==> config.mk <==
export PLATFORM = sky130hd
export DESIGN_NAME = pipeline_ctrl
export DESIGN_NICKNAME = d
export VERILOG_FILES = /design/src/rtl/arm_ctrl_pkg.sv /design/src/rtl/sat_counter.sv /design/src/rtl/pipeline_ctrl.sv
export SDC_FILE = /design/constraint.sdc
export NUM_CORES = 1
export LEC_CHECK = 0
export ABC_AREA = 0
export BUFFER_PORTS_ARGS = -buffer_cell sky130_fd_sc_hd__buf_2
export CELL_PAD_IN_SITES_DETAIL_PLACEMENT = 1
export CELL_PAD_IN_SITES_GLOBAL_PLACEMENT = 1
export CORE_MARGIN = 1.5
export CORE_UTILIZATION = 43
export CTS_CLUSTER_DIAMETER = 80
export DETAILED_ROUTE_END_ITERATION = 10
export PLACE_DENSITY_LB_ADDON = 0.25
export SETUP_SLACK_MARGIN = 0.3
export SLEW_MARGIN = 20
export SYNTH_ARGS = -nofsm -noshare
export SYNTH_HDL_FRONTEND = slang
export SYNTH_HIERARCHICAL = 1
export SYNTH_SLANG_ARGS = --single-unit
==> constraint.sdc <==
create_clock -name clk -period 5.8 [get_ports clk]
set_input_delay 1.74 -clock clk [delete_from_list [all_inputs] [get_ports clk]]
set_output_delay 1.74 -clock clk [all_outputs]
set_load 0.05 [all_outputs]
==> src/rtl/arm_ctrl_pkg.sv <==
// rtl/arm_ctrl_pkg.sv - shared state encoding and limits for the pipeline controller
package arm_ctrl_pkg;

  typedef enum logic [1:0] {
    IDLE       = 2'd0,
    MEM_ACCESS = 2'd1,
    MEM_DONE   = 2'd2
  } ctrl_state_e;

  localparam int MIN_MEM_WAIT = 2;
  localparam int MAX_MEM_WAIT = 255;

endpackage

==> src/rtl/sat_counter.sv <==
// rtl/sat_counter.sv - saturating up-counter for performance statistics
module sat_counter #(
  parameter int WIDTH = 16
) (
  input  logic             clk,
  input  logic             rst,
  input  logic             inc,
  output logic [WIDTH-1:0] count
);

  logic [WIDTH-1:0] count_q;
  logic [WIDTH-1:0] count_d;

  always_comb begin
    count_d = count_q;
    if (inc && (count_q != {WIDTH{1'b1}})) begin
      count_d = count_q + WIDTH'(1);
    end
  end

  always_ff @(posedge clk) begin
    if (rst) begin
      count_q <= '0;
    end else begin
      count_q <= count_d;
    end
  end

  assign count = count_q;

endmodule

==> src/rtl/pipeline_ctrl.sv <==
// rtl/pipeline_ctrl.sv - freeze/flush/bubble sequencing for the 5-stage pipeline
module pipeline_ctrl
  import arm_ctrl_pkg::*;
#(
  parameter int MEM_WAIT_CYCLES = 4,
  parameter int CNT_W           = 16
) (
  input  logic             clk,
  input  logic             rst,
  input  logic             hazard_detected,
  input  logic             branch_taken,
  input  logic             mem_r_en,
  input  logic             mem_w_en,
  output logic             freeze_if,
  output logic             freeze_all,
  output logic             flush,
  output logic             bubble_id,
  output logic             sram_start,
  output logic             mem_ready,
  output logic [CNT_W-1:0] stall_count
);

  if ((MEM_WAIT_CYCLES < MIN_MEM_WAIT) || (MEM_WAIT_CYCLES > MAX_MEM_WAIT)) begin : g_bad_wait
    $error("pipeline_ctrl: MEM_WAIT_CYCLES out of range");
  end

  ctrl_state_e state_q, state_d;
  logic [7:0]  wait_q, wait_d;
  logic        mem_req;
  logic        hazard_ok;

  assign mem_req = mem_r_en | mem_w_en;

  always_comb begin
    state_d    = state_q;
    wait_d     = wait_q;
    freeze_all = 1'b0;
    sram_start = 1'b0;
    mem_ready  = 1'b0;
    hazard_ok  = 1'b0;
    freeze_if  = 1'b0;
    bubble_id  = 1'b0;
    flush      = 1'b0;

    case (state_q)
      IDLE: begin
        if (mem_req) begin
          sram_start = 1'b1;
          freeze_all = 1'b1;
          wait_d     = 8'(MEM_WAIT_CYCLES - 1);
          state_d    = MEM_ACCESS;
        end
      end
      MEM_ACCESS: begin
        freeze_all = 1'b1;
        if (wait_q == 8'd1) begin
          state_d = MEM_DONE;
        end else begin
          wait_d = wait_q - 8'd1;
        end
      end
      MEM_DONE: begin
        mem_ready = 1'b1;
        state_d   = IDLE;
      end
      default: begin
        state_d = IDLE;
      end
    endcase

    // Reset silences every control in the same cycle, including mid-access.
    if (rst) begin
      state_d    = IDLE;
      wait_d     = 8'd0;
      freeze_all = 1'b0;
      sram_start = 1'b0;
      mem_ready  = 1'b0;
    end else begin
      hazard_ok = hazard_detected & ~branch_taken & ~freeze_all;
      bubble_id = hazard_ok;
      freeze_if = freeze_all | hazard_ok;
      flush     = branch_taken & ~freeze_all;
    end
  end

  always_ff @(posedge clk) begin
    if (rst) begin
      state_q <= IDLE;
      wait_q  <= 8'd0;
    end else begin
      state_q <= state_d;
      wait_q  <= wait_d;
    end
  end

  sat_counter #(
    .WIDTH(CNT_W)
  ) u_stall_cnt (
    .clk  (clk),
    .rst  (rst),
    .inc  (freeze_if),
    .count(stall_count)
  );

endmodule

# Yosys cells after proc, flatten, opt, wreduce, memory -nomap -nowiden
# Cells that the tools add are included.
[totals]
ff_bits = 26
word_cells = 40
in_bits = 6
output_inout_bits = 22
[classes]
n_addsub = 2
eq_ne = 7
reduce_logical = 5
n_bitwise = 7
muxes = 16
[ops]
columns = ["op", "n"]
rows = [
  ["$add 16x1->16 const B", 1],
  ["$mux 8", 2],
  ["$ne 16x16->1 const B", 1],
  ["$pmux 8 s2", 1],
  ["$mux 1", 9],
  ["$eq 8x1->1 const B", 1],
  ["$sub 8x1->8 const B", 1],
  ["$ne 2x2->1 const B", 3],
  ["$mux 2", 2],
  ["$pmux 2 s2", 1],
  ["$and 1x1->1", 3],
  ["$reduce_and 3->1", 1],
  ["$eq 2x1->1 const B", 1],
  ["$eq 2x2->1 const B", 1],
  ["$logic_not 2->1", 1],
  ["$not 1->1", 2],
  ["$or 1x1->1", 2],
  ["$pmux 1 s2", 1],
  ["$reduce_and 2->1", 1],
  ["$reduce_bool 2->1", 1],
  ["$logic_and 1x1->1", 1],
]

# Longest topological paths before layout
[logic_depth]
ltp_word = 8
depth_mapped = 8
ltp_nobuf = 7

# Hierarchy
# The synthesis kept the hierarchy.
[modules_own_cells]
columns = ["mod", "cells_each", "area_per_inst_um2", "seq_area_each_um2", "n_inst"]
rows = [
  ["sat_counter", 99, 848.3, 320.3, 1],
  ["pipeline_ctrl", 70, 590.6, 200.2, 1],
]

# Worst setup path before layout
# No wires, ideal clock.
[synth_timing]
kind = "input -> output"
start = "input port mem_w_en"
end = "output port flush"
arrival_ps = 3172
n_path_buf = 0
slack_ps = 888
path_stages = 3
required_time_ps = 4060
cell_sequence = "nor3_2 > nor2_1 > nor3b_1"
[synth_via]
elab_chain_len = 6
[synth_rtl]
columns = ["element", "line", "rtl"]
rows = [
  ["start: declaration", "pipeline_ctrl.sv:13", "input logic mem_w_en,"],
  ["$or 1x1->1", "pipeline_ctrl.sv:32", "assign mem_req = mem_r_en | mem_w_en;"],
  ["$mux 1", "pipeline_ctrl.sv:47", "if (mem_req) begin"],
  ["$pmux 1 s2", "pipeline_ctrl.sv:45", "case (state_q)"],
  ["$not 1->1", "pipeline_ctrl.sv:82", "flush = branch_taken & ~freeze_all;"],
  ["$and 1x1->1", "pipeline_ctrl.sv:82", ""],
  ["$mux 1", "pipeline_ctrl.sv:72", "if (rst) begin"],
  ["end: declaration", "pipeline_ctrl.sv:16", "output logic flush,"],
]
# Every way passes these cells.

# Final worst setup path
[layout_timing]
start = "input port mem_w_en"
end = "output port freeze_if"
[layout_via]
elab_chain_len = 7
[layout_rtl]
columns = ["element", "line", "rtl"]
rows = [
  ["$or 1x1->1 (*)", "pipeline_ctrl.sv:32", ""],
  ["$mux 1 (*)", "pipeline_ctrl.sv:47", ""],
  ["$pmux 1 s2 (*)", "pipeline_ctrl.sv:45", ""],
  ["$not 1->1", "pipeline_ctrl.sv:79", "hazard_ok = hazard_detected & ~branch_taken & ~freeze_all;"],
  ["$and 1x1->1", "pipeline_ctrl.sv:79", ""],
  ["$or 1x1->1 (*)", "pipeline_ctrl.sv:81", "freeze_if = freeze_all | hazard_ok;"],
  ["$mux 1 (*)", "pipeline_ctrl.sv:72", ""],
  ["end: declaration", "pipeline_ctrl.sv:14", "output logic freeze_if,"],
]
# Every way passes the cells marked *; elsewhere a longest branch is shown, timed or not.

==> results.tsv <==
metric	value	unit
status	finished clean	
I/O Pins	28	
final hold vios	0	
overall die width	60.8	µm
post-layout worst setup margin	1.07	ns
wire length reported by the detailed router	3.95	mm
clock root buffer master	sky130_fd_sc_hd__clkbuf_4	
first-pass GRT wire length	6.44	mm
TritonCTS clock tree	yes	
register-to-register path setup slack	3.33	ns
biggest area contributors in the synthesized netlist	sky130_fd_sc_hd__dfxtp_1 36%, sky130_fd_sc_hd__a21oi_1 5.6%, sky130_fd_sc_hd__o31ai_1 4.7%	
post-synthesis cell area	1440	µm²
Worst setup SP type	input pin	
total setup buffers inserted after CTS	0	
drt wl/cell	16.5	µm
maximum count of clock buffers along a single path	2	
share of the clock period used by the worst path	81.6	%
synthesized instance count	169	
number of buffers added by the clock tree synthesis step	3	
class of the worst hold path	flip-flop to flip-flop	
pin slew with the least headroom to its limit	0.878	ns
TritonCTS Sinks	26	
WS Path Type	input pin to output port	
data required time of the worst path	4.06	ns
number of input and output port buffers inserted	27	
number of detailed-route iterations in the first pass	4	
worst clock skew	0.00419	ns
Setup WS pre-CTS	1.07	ns
hold-fix buffer count after cts	0	
top cell type by total area after synthesis	sky130_fd_sc_hd__dfxtp_1	
DR vias	1415	
leakage power of the design	0.642	nW
clock network latency to the later pin of the worst-skew pair	0.34	ns
Initial DRC Count	76	
largest vdd supply drop	149	µV
Std-Cell Rows	20	
DRC violations left	0	
filler cell count in the final layout	390	
Final Setup Violations	0	
total number of nets in the final design	205	
weighted congestion at the end of routability-driven global placement	0.842	
Worst-path clk slew	0.15	ns
FMAX	0.211	GHz
dpl hpwl	2.88	mm
worst slew margin relative to its limit	41.0	%
count of unique library cells instantiated by Yosys	44	
H-tree depth	1	
commonest cells after routing, fill and taps aside	27 x sky130_fd_sc_hd__buf_2, 26 x sky130_fd_sc_hd__dfxtp_1, 16 x sky130_fd_sc_hd__a21oi_1	
arrival time of the worst setup path	2.99	ns
highest net fanout along the worst path	9	
fin. max-slew vios	0	
crit end category	output port	
overall track demand over capacity in global routing	23.0	%
overall die area	3700	µm²
top cell type's share of synthesized area	36.2	%
setup repair after global routing missed its margin	no	
via count of the first global-routing pass	1399	
initial core utilization	46.0	%
Yosys warnings	6	
Final Critical Period	4.73	ns
core region area	3130	µm²
setup total negative slack	0	ns
Power, Total	0.000409	W
Max-Cap Viols	0	
fraction of layout cells with a size suffix above 1	20.5	%
number of antenna violations at the first check in global routing	0	
average size of a mapped cell	8.51	µm²
Seq/Total Area, Yosys	36.2	%
total grt overflow	0	
final antenna diode count	0	
Final ANT Viol Nets	0	
Syn-to-layout area delta	14.1	%
Power per Cell Area	249	nW/µm²
number of register bits inferred by synthesis	26	
CTS-repair resized insts	0	
Synthesized Nets	178	
most common cell after layout, fill and taps aside	sky130_fd_sc_hd__buf_2	
pin count of the biggest net entering global routing	30	
post-detailed-route via-to-cell ratio	5.92	
height of the chip	60.8	µm
==> power breakdown <==
group          internal [W]  switching, W
registers          0.000191     0.0000160
logic             0.0000379     0.0000667
clock network     0.0000385     0.0000588
total              0.000267      0.000142
==> worst paths after layout <==
path | from | to | cells after the start
max | mem_w_en | freeze_if | 6
min | wait_q[7] | wait_q[7] | 2
max reg2reg | state_q[0] | u_stall_cnt/count[11] | 7
min reg2reg | wait_q[7] | wait_q[7] | 2
==> cells in the mapped netlist (all sizes together) <==
library cell / count
nand3b: 1
o21ai: 4
or2: 2
and3: 1
or2b: 1
o21ba: 1
or3: 4
nand4: 6
nand2: 11
and4: 4
mux2i: 4
nor4: 6
dfxtp: 26
nor2b: 2
o21bai: 2
mux2: 1
ha: 3
a211oi: 2
nand3: 8
nor2: 11
buf: 3
o31ai: 9
a31oi: 1
clkbuf: 3
nor3: 9
o41ai: 1
a21oi: 16
nand4b: 1
nor4bb: 1
nand2b: 4
xnor2: 2
nor3b: 2
o21a: 1
o311ai: 1
or4: 9
inv: 6
==> metrics by stage <==
stage / hold slack (ns) / utilization, % / cell area (µm²) / cells
floorplan: 0.446 / - / 1440 / 169
global placement: 0.470 / 51.3 / 1610 / 235
detailed placement: 0.504 / 51.3 / 1610 / 235
CTS: 0.524 / 52.5 / 1640 / 239
global route: 0.561 / 52.5 / 1640 / 239
finish: 0.517 / 52.5 / 1640 / 239
==> flip-flops by register name, indices dropped and copies added (netlist names) <==
register and count:
state_q 2, u_stall_cnt/count 16, wait_q 8
==> metal layers <==
layer | global-route usage, % | part of all wire, % | wire (µm)
met1 | 31.4 | 48 | 1910
met5 | 0 | 0 | 0
met3 | 3.20 | 3.6 | 141
met4 | 5.28 | 0.73 | 29
met2 | 38.4 | 47 | 1870
==> worst max-delay path: stages <==
cell	delay, ns
sky130_fd_sc_hd__buf_2	0.11
sky130_fd_sc_hd__nor3_2	0.18
sky130_fd_sc_hd__or2_0	0.43
sky130_fd_sc_hd__a21oi_1	0.14
sky130_fd_sc_hd__buf_4	0.19
sky130_fd_sc_hd__buf_2	0.21
==> cell families after synthesis <==
kind of cell | after synthesis | synth area share, %
AND/OR/NAND/NOR | 83 | 36.1
AO/OA/AOI/OAI | 38 | 16.6
flip-flops | 26 | 36.2
buffers and inverters | 12 | 3.74
multiplexers | 5 | 3.57
adder cells (fa/ha/maj) | 3 | 2.61
XOR/XNOR | 2 | 1.22
==> area by class of cell <==
type	instances	area [µm²]	area share, %
multi-input combinational	131	865	52.7
sequential	26	520	31.7
timing repair buffer	28	143	8.69
tap	44	55.1	3.35
clock buffer	4	36.3	2.21
inverter	6	22.5	1.37
Note: power is estimated with default switching activity, not from simulation.
